<file path="config.mk">
export PLATFORM = sky130hd
export DESIGN_NAME = universal_shift_register
export DESIGN_NICKNAME = d
export VERILOG_FILES = /design/src/rtl/universal_shift_register_pkg.sv /design/src/rtl/universal_shift_register_dff_bit.sv /design/src/rtl/universal_shift_register.sv
export SDC_FILE = /design/constraint.sdc
export NUM_CORES = 1
export LEC_CHECK = 0
export CORE_AREA = 3 3 40 42
export CTS_CLUSTER_SIZE = 10
export DETAILED_ROUTE_END_ITERATION = 7
export DIE_AREA = 0 0 43 45
export PLACE_DENSITY = 0.53
export SYNTH_ARGS = -nofsm -noshare
export SYNTH_HDL_FRONTEND = slang
export SYNTH_SLANG_ARGS = --single-unit
</file>
<file path="constraint.sdc">
create_clock -name CLK -period 2.15 [get_ports CLK]
set_clock_uncertainty 0.15 [all_clocks]
set_input_delay 0.43 -clock CLK [delete_from_list [all_inputs] [get_ports CLK]]
set_output_delay 0.43 -clock CLK [all_outputs]
set_load 0.01 [all_outputs]
</file>
<file path="src/rtl/universal_shift_register_pkg.sv">
// Shared definitions for the universal shift register: operating modes
// and a small helper that turns the raw MODE bus into the mode type.
package universal_shift_register_pkg;

    typedef enum logic [1:0] {
        MODE_HOLD = 2'b00,
        MODE_SHR  = 2'b01,
        MODE_SHL  = 2'b10,
        MODE_LOAD = 2'b11
    } shift_mode_e;

    function automatic shift_mode_e decode_mode(input logic [1:0] mode);
        return shift_mode_e'(mode);
    endfunction

endpackage

</file>
<file path="src/rtl/universal_shift_register_dff_bit.sv">
// Single storage bit: D flip-flop with synchronous reset value and
// clock enable, driving true and complemented outputs.
module dff_bit #(
    parameter logic RST_VAL = 1'b0
) (
    input  logic clk,
    input  logic rst,
    input  logic en,
    input  logic d,
    output logic q,
    output logic q_l
);

    // Reset wins over enable; otherwise capture d only when enabled.
    always_ff @(posedge clk) begin
        if (rst) begin
            q <= RST_VAL;
        end else if (en) begin
            q <= d;
        end
    end

    assign q_l = ~q;

endmodule

</file>
<file path="src/rtl/universal_shift_register.sv">
// N-bit universal shift register: hold, shift right, shift left and
// parallel load, with optional rotate. Serial outputs expose the pre-edge
// end bits so instances cascade into a wider register.
module universal_shift_register
    import universal_shift_register_pkg::*;
#(
    parameter int          WIDTH       = 4,
    parameter logic [31:0] RESET_VALUE = 32'd0,
    parameter bit          ROTATE      = 1'b0
) (
    input  logic             CLK,
    input  logic             RST,
    input  logic             EN,
    input  logic [1:0]       MODE,
    input  logic [WIDTH-1:0] D,
    input  logic             SI_R,
    input  logic             SI_L,
    output logic [WIDTH-1:0] Q,
    output logic [WIDTH-1:0] Q_L,
    output logic             SO_R,
    output logic             SO_L
);

    shift_mode_e      mode_sel;
    logic             shr_in;
    logic             shl_in;
    logic [WIDTH-1:0] d_next;
    logic [WIDTH-1:0] q_bits;
    logic [WIDTH-1:0] q_l_bits;

    assign mode_sel = decode_mode(MODE);

    // In rotate mode the bit leaving one end re-enters at the other.
    assign shr_in = ROTATE ? q_bits[0]       : SI_R;
    assign shl_in = ROTATE ? q_bits[WIDTH-1] : SI_L;

    // Per-bit next-state selection; enable and reset are applied in the bits.
    always_comb begin
        d_next = q_bits;
        case (mode_sel)
            MODE_HOLD: d_next = q_bits;
            MODE_SHR:  d_next = {shr_in, q_bits[WIDTH-1:1]};
            MODE_SHL:  d_next = {q_bits[WIDTH-2:0], shl_in};
            MODE_LOAD: d_next = D;
            default:   d_next = q_bits;
        endcase
    end

    for (genvar i = 0; i < WIDTH; i++) begin : g_bit
        dff_bit #(
            .RST_VAL (RESET_VALUE[i])
        ) u_bit (
            .clk (CLK),
            .rst (RST),
            .en  (EN),
            .d   (d_next[i]),
            .q   (q_bits[i]),
            .q_l (q_l_bits[i])
        );
    end

    assign Q    = q_bits;
    assign Q_L  = q_l_bits;
    assign SO_R = q_bits[0];
    assign SO_L = q_bits[WIDTH-1];

endmodule
</file>
==> summary.md, run 1 <==
| Metric | Value |
|---|---|
| Outcome | completed |
| Biggest register | g_bit.u_bit.q |
| Setup bufs post-CTS | 0 |
| CTS root buf | clkbuf_4 |
| Top Registers | g_bit.u_bit.q: 4 flops |
| Worst skew pair latency | 0.24 ns |
| Core ar. | between 1000 and 1500 sq um |
| Design Area, Final | 460 sq um |
| DR vias/cell | 4.26 |
| Pleak | 0.000176 uW |
| Final #Nets | 63 |
| Seq/Total Area, Yosys | 28.7% |
| CP startpoint kind | flip-flop |
| Number of synthesized register bits | 4 |
| Routed vias | 277 |
| Worst-path maximum fanout | 5 |
| Antenna Cells | 0 |
| Number of global-route vias before repair | 258 |
| Initial antenna violation count | 0 |
| VDD IR max | 327 uV |
| Crit path time final | 1.77 ns |
| Placer congestion estimate | ~0.67 |
| Max reg flops | 4 |
| Total clock sinks | 4 |
| IO Count | 21 |
| Tot Pwr | 266 uW |
| M2 GR Usage | 10.2% |
| Slowest stage delay, CP | 0.57 ns |
| Area grow syn2layout | 65.0% |
| First-pass GRT wire length | about 1100 um |
| Residual DRC | 0 |
| Max Cap Viol | 0 |
| Num rows | 13 |
| Commonest non-fill, non-tap cell in the layout | clkdlybuf4s50_1 |
| Share of post-route cells with drive strength above 1 | 14.0% |
| CTS tree | built |
| Crit path capture type | output port |
| Post-synth top area share | 28.7% |
| Syn_area_per_cell | 7.97 sq um |
| Slew Limit Fails | 0 |
| Clock slew at reported path FFs | 0.04 ns |
| Levels on crit path | 1 |
| Initial Util | 21.7% |
| R2R Path Start | g_bit[1].u_bit.q |
| CP max-delay cell | clkdlybuf4s50_1 |
| WL/cell | 11.1 um |
| Worst setup path start | g_bit[3].u_bit.q |
| DRT Pass-1 Iters | 3 |
| Pwr/cell area | between 500 and 600 nW/um^2 |
| Min-Delay Path Class | reg2reg |
| Met1 Use GR | 10.4% |
| Global Route met3 Usage | 5.18% |
| Die H | 45 um |
| Final setup TNS | 0 ns |
| DP HPWL | 559 um |
| Dpl cell area | roughly 440 sq um |
| TritonCTS Buffers | 3 |
| Die Area | between 1500 and 2000 sq um |
| CP endpoint | SO_L |
| Area leader, netlist | dfxtp_1 |
| Worst path arrival time | 1.19 ns |
| Largest net degree at the start of global routing | 7 |
| Crit path max-delay family | buffers and inverters |
| Dpl ws | around 0.3 ns |
| Mapped Nets | 46 |
| Syn Std Cell Area | 279 sq um |
| Cells after Synth | 35 |
| Buf+Inv Stages, Crit Path | 1 |
| Distinct cell type count after synthesis | 10 |
| Drt first-iter violations | 5 |
| Hold_sp | g_bit[3].u_bit.q |
| Port-buffer cells | 20 |
| Htree depth | 1 |
| Worst-path cell chain | clkdlybuf4s50_1 |
| Post-layout util | 35.8% |
| Worst R2R Setup Slack | between 1 and 1.5 ns |
| GRT busiest layer | met1 |
| GRT overflow | 0 |
| Final WL | 719 um |
| Worst relative slew slack | 84.0% |
| CTS Hold Bufs | 0 |
| # setup viols final | 0 |
| Setup slack after layout | 0.376 ns |
| Worst reg2reg path depth | 3 |
| Max Root-Sink Buffers | 2 |
| Gr usage total | 8.74% |
| Syn. warnings | 0 |
| Post-CTS resize count | 0 |
| F_max | 0.564 GHz |
| Worst Tran Pin Value | 0.239 ns |
| Critical Path RT | 1.57 ns |
| Start-to-end type of the worst setup path | reg2out |
| R2R Path End | g_bit[2].u_bit.q |
| Routed Antenna Nets | 0 |
| Hold Fails Final Rpt | 0 |
| Die W | between 40 and 50 um |
| Main area contributors after synthesis | dfxtp_1 29%, buf_4 22%, mux2_2 16% |
| RSZ-0062 raised after global routing | no |
| Fill cells | 134 |
| Period utilization | 82.5% |
-- power by group --
group | internal [uW] | switching, uW
Sequential | 80.8 | 7.23
Combinational | 54.0 | 28.4
Clock | 62.6 | 32.7
Total | 197 | 68.3
-- cell usage after synthesis --
cell type  instances
inv_1              4
nand3b_1           1
nand2_1            1
nor2_1             4
o22ai_1            4
o21a_1             1
dfxtp_1            4
nor3_1             4
mux2_2             4
buf_4              8
-- routing by layer --
metal	wire length [um]	part of all wire (%)	up-vias
met4	24	3.3	0
met1	320	45	111
met5	0	0	-
met3	107	15	4
met2	266	37	20
li1	-	-	142
-- cell type report --
| class | count | area (sq um) | share of cell area (%) |
|---|---|---|---|
| Clock buffer | 3 | 22.5 | 4.89 |
| Inverter | 4 | 15.0 | 3.26 |
| Multi-Input combinational cell | 19 | 124 | 26.9 |
| Sequential cell | 4 | 80.1 | 17.4 |
| Tap cell | 15 | 18.8 | 4.08 |
| Timing Repair Buffer | 20 | 200 | 43.5 |
-- worst min path at each step --
stage	to	slack [ns]	depth (start not counted)
3_3_place_gp	g_bit[2].u_bit.q	0.38	2
2_1_floorplan	g_bit[0].u_bit.q	0.35	2
4_1_cts	g_bit[2].u_bit.q	0.40	2
6_report	g_bit[2].u_bit.q	0.39	2
5_1_grt	g_bit[0].u_bit.q	0.45	2
3_5_place_dp	g_bit[2].u_bit.q	0.40	2
-- tightest hold or removal path, delay by kind of cell (launching register included) --
kind             cells  cell delay (ns)
flip-flops           1             0.34
AND/OR/NAND/NOR      2             0.16
-- per-stage QoR --
| step | cells | hold WS [ns] |
|---|---|---|
| floorplan | 35 | 0.353 |
| global placement | 62 | 0.384 |
| detailed placement | 62 | 0.396 |
| CTS | 65 | 0.401 |
| global route | 65 | 0.446 |
| finish | 65 | 0.392 |
-- kinds of logic (layout without fill, tap and decap cells) --
| logic type | count (synthesis) | in the layout | synth area share, % |
|---|---|---|---|
| simple gates | 10 | 10 | 16.6 |
| flops | 4 | 4 | 28.7 |
| mux | 4 | 4 | 16.1 |
| buf+inv | 12 | 27 | 26.9 |
| compound gates | 5 | 5 | 11.7 |
Power figures use the tool's default switching activity.
==> inputs of run 2 (changes only) <==
==> constraint.sdc (replaced) <==
create_clock -name CLK -period 1.7 [get_ports CLK]
set_clock_uncertainty 0.15 [all_clocks]
set_input_delay 0.34 -clock CLK [delete_from_list [all_inputs] [get_ports CLK]]
set_output_delay 0.34 -clock CLK [all_outputs]
set_load 0.01 [all_outputs]
==> run 2 against run 1 <==
Critical path depth did not move; count of clock-buffer cells in the layout is the same; combinational power grew 26%; flip-flop and latch count unchanged; wire length is 3.5% lower; via count rose by 2.2%; setup slack got worse by 0.33 ns; register-to-register slack lost 0.44 ns; total power grew 24%; die area did not move; sequential power increased by 26%; critical path type unchanged; largest power group unchanged.
==> summary.md, run 2 (same netlist as run 1, synthesis figures left out) <==
| Metric | Value |
|---|---|
| Slowest stage delay, CP | 0.56 ns |
| Worst Tran Pin Value | around 0.21 ns |
| Pwr/cell area | 685 nW/um^2 |
| Buf+Inv Stages, Crit Path | 1 |
| IO Count | 21 |
| RSZ-0062 raised after global routing | no |
| Residual DRC | 0 |
| Commonest non-fill, non-tap cell in the layout | clkdlybuf4s50_1 |
| DR WL met3 | 106 um |
| Area grow syn2layout | 71.7% |
| Worst relative slew slack | 86.1% |
| WHS | 0.388 ns |
| CTS tree | built |
| GRT overflow | 0 |
| Max reg flops | 4 |
| Drt first-iter violations | 4 |
| Clock slew at reported path FFs | 0.04 ns |
| Setup bufs post-CTS | 0 |
| Final #Nets | 64 |
| # setup viols final | 0 |
| Worst path arrival time | approximately 1.2 ns |
| CTS root buf | clkbuf_4 |
| Design Area, Final | 479 sq um |
| DRT Pass-1 Iters | 4 |
| Final WL | 694 um |
| DP HPWL | 550 um |
| CP startpoint kind | flip-flop |
| Top layer in use | met3 |
| Crit path capture type | output port |
| Outcome | completed |
| TritonCTS Buffers | 3 |
| Routed Antenna Nets | 0 |
| M1 WL | 291 um |
| Dpl cell area | 445 sq um |
| Worst skew pair latency | 0.23 ns |
| Gr usage total | 7.57% |
| Max Root-Sink Buffers | 2 |
| Top Registers | g_bit.u_bit.q: 4 flops |
| Period utilization | between 90 and 100% |
| F_max | 0.605 GHz |
| Die H | 45 um |
| Worst-path maximum fanout | 5 |
| Largest net degree at the start of global routing | 6 |
| Initial Util | 21.7% |
| Worst-path cell chain | clkdlybuf4s50_1 |
| Htree depth | 1 |
| Critical Path RT | 1.21 ns |
| Min-Delay Path Class | reg2reg |
| Crit path time final | roughly 1.7 ns |
| Total clock sinks | 4 |
| Die W | between 40 and 50 um |
| Crit path max-delay family | buffers and inverters |
| Share of post-route cells with drive strength above 1 | between 15 and 20% |
| VDD IR max | around 170 uV |
| Core ar. | 1280 sq um |
| Routed vias | 283 |
| WL met2 | 296 um |
| Start-to-end type of the worst setup path | reg2out |
| DR vias/cell | 4.29 |
| Hold Fails Final Rpt | 0 |
| Slew Limit Fails | 0 |
| Num rows | 13 |
| First-pass GRT wire length | ~1100 um |
| CP max-delay cell | clkdlybuf4s50_1 |
| Initial antenna violation count | 0 |
| WL/cell | 10.5 um |
| Number of global-route vias before repair | 266 |
| Biggest register | g_bit.u_bit.q |
| Port-buffer cells | 20 |
| Die Area | 1940 sq um |
| Max Cap Viol | 0 |
| Antenna Cells | 0 |
| Pleak | 0.000242 uW |
| Placer congestion estimate | 0.702 |
-- run 2: cell count changes in the layout (fill, tap and decap cells not counted) --
cell             before  now
dfxtp_1               4    3
clkdlybuf4s50_1      20   16
dlymetal6s2s_1        0    4
dfxtp_2               0    1
buf_4                 0    1
-- run 2: path summary, 6_finish.rpt --
path                         start                to  slack (ns)  depth (start not counted)
hold / removal    g_bit[3].u_bit.q  g_bit[2].u_bit.q        0.39                          2
setup / recovery  g_bit[0].u_bit.q              SO_R        0.05                          1
hold reg to reg   g_bit[3].u_bit.q  g_bit[2].u_bit.q        0.39                          2
setup reg to reg  g_bit[2].u_bit.q  g_bit[3].u_bit.q        0.65                          3
-- run 2: through the flow --
| stage | TNS (ns) | utilization [%] | setup WS (ns) | cells | total power [uW] |
|---|---|---|---|---|---|
| 6_report | 0 | 37.3 | 0.0471 | 66 | 328 |
| 2_1_floorplan | 0 | - | 0.622 | 35 | 170 |
| 3_3_place_gp | -0.148 | 34.7 | -0.0547 | 63 | 220 |
| 4_1_cts | 0 | 36.4 | 0.0130 | 66 | 337 |
| 5_1_grt | 0 | 37.3 | 0.00119 | 66 | 350 |
| 3_5_place_dp | -0.114 | 34.7 | -0.0323 | 63 | 219 |
-- run 2: where the power goes --
| part | internal (uW) | leakage (uW) | switching (uW) | total [uW] |
|---|---|---|---|---|
| clock network | 78.7 | 0.0000138 | 34.3 | 113 |
| logic | 67.9 | 0.000195 | 36.0 | 104 |
| registers | 103 | 0.0000335 | 8.86 | 111 |
-- run 2: per-layer routing --
| metal | vias to the layer above | track usage (%) |
|---|---|---|
| li1 | 144 | - |
| met1 | 121 | 7.93 |
| met2 | 18 | 12.0 |
| met3 | 0 | 4.78 |
| met4 | 0 | 3.61 |
| met5 | - | 0 |
-- run 2: final cells by class --
type	instances	area [sq um]
Inverter	4	15.0
Multi-Input combinational cell	19	124
Tap cell	15	18.8
Clock buffer	3	22.5
Timing Repair Buffer	21	218
Fill cell	146	806
Sequential cell	4	81.3
-- run 2: timing repair --
item | CTS | global route
endpoints found under the setup margin | 0 | 7
gates resized for setup | 0 | 5
hold buffers | 0 | 0
==> inputs of run 3 (changes only) <==
--- a/config.mk
+++ b/config.mk
@@ -10,6 +10,7 @@
 export DETAILED_ROUTE_END_ITERATION = 7
 export DIE_AREA = 0 0 43 45
 export PLACE_DENSITY = 0.53
+export SKIP_LAST_GASP = 1
 export SYNTH_ARGS = -nofsm -noshare
 export SYNTH_HDL_FRONTEND = slang
 export SYNTH_SLANG_ARGS = --single-unit
==> results of run 3 <==
The final DEF is identical to that of run 2; final timing and power are the same.
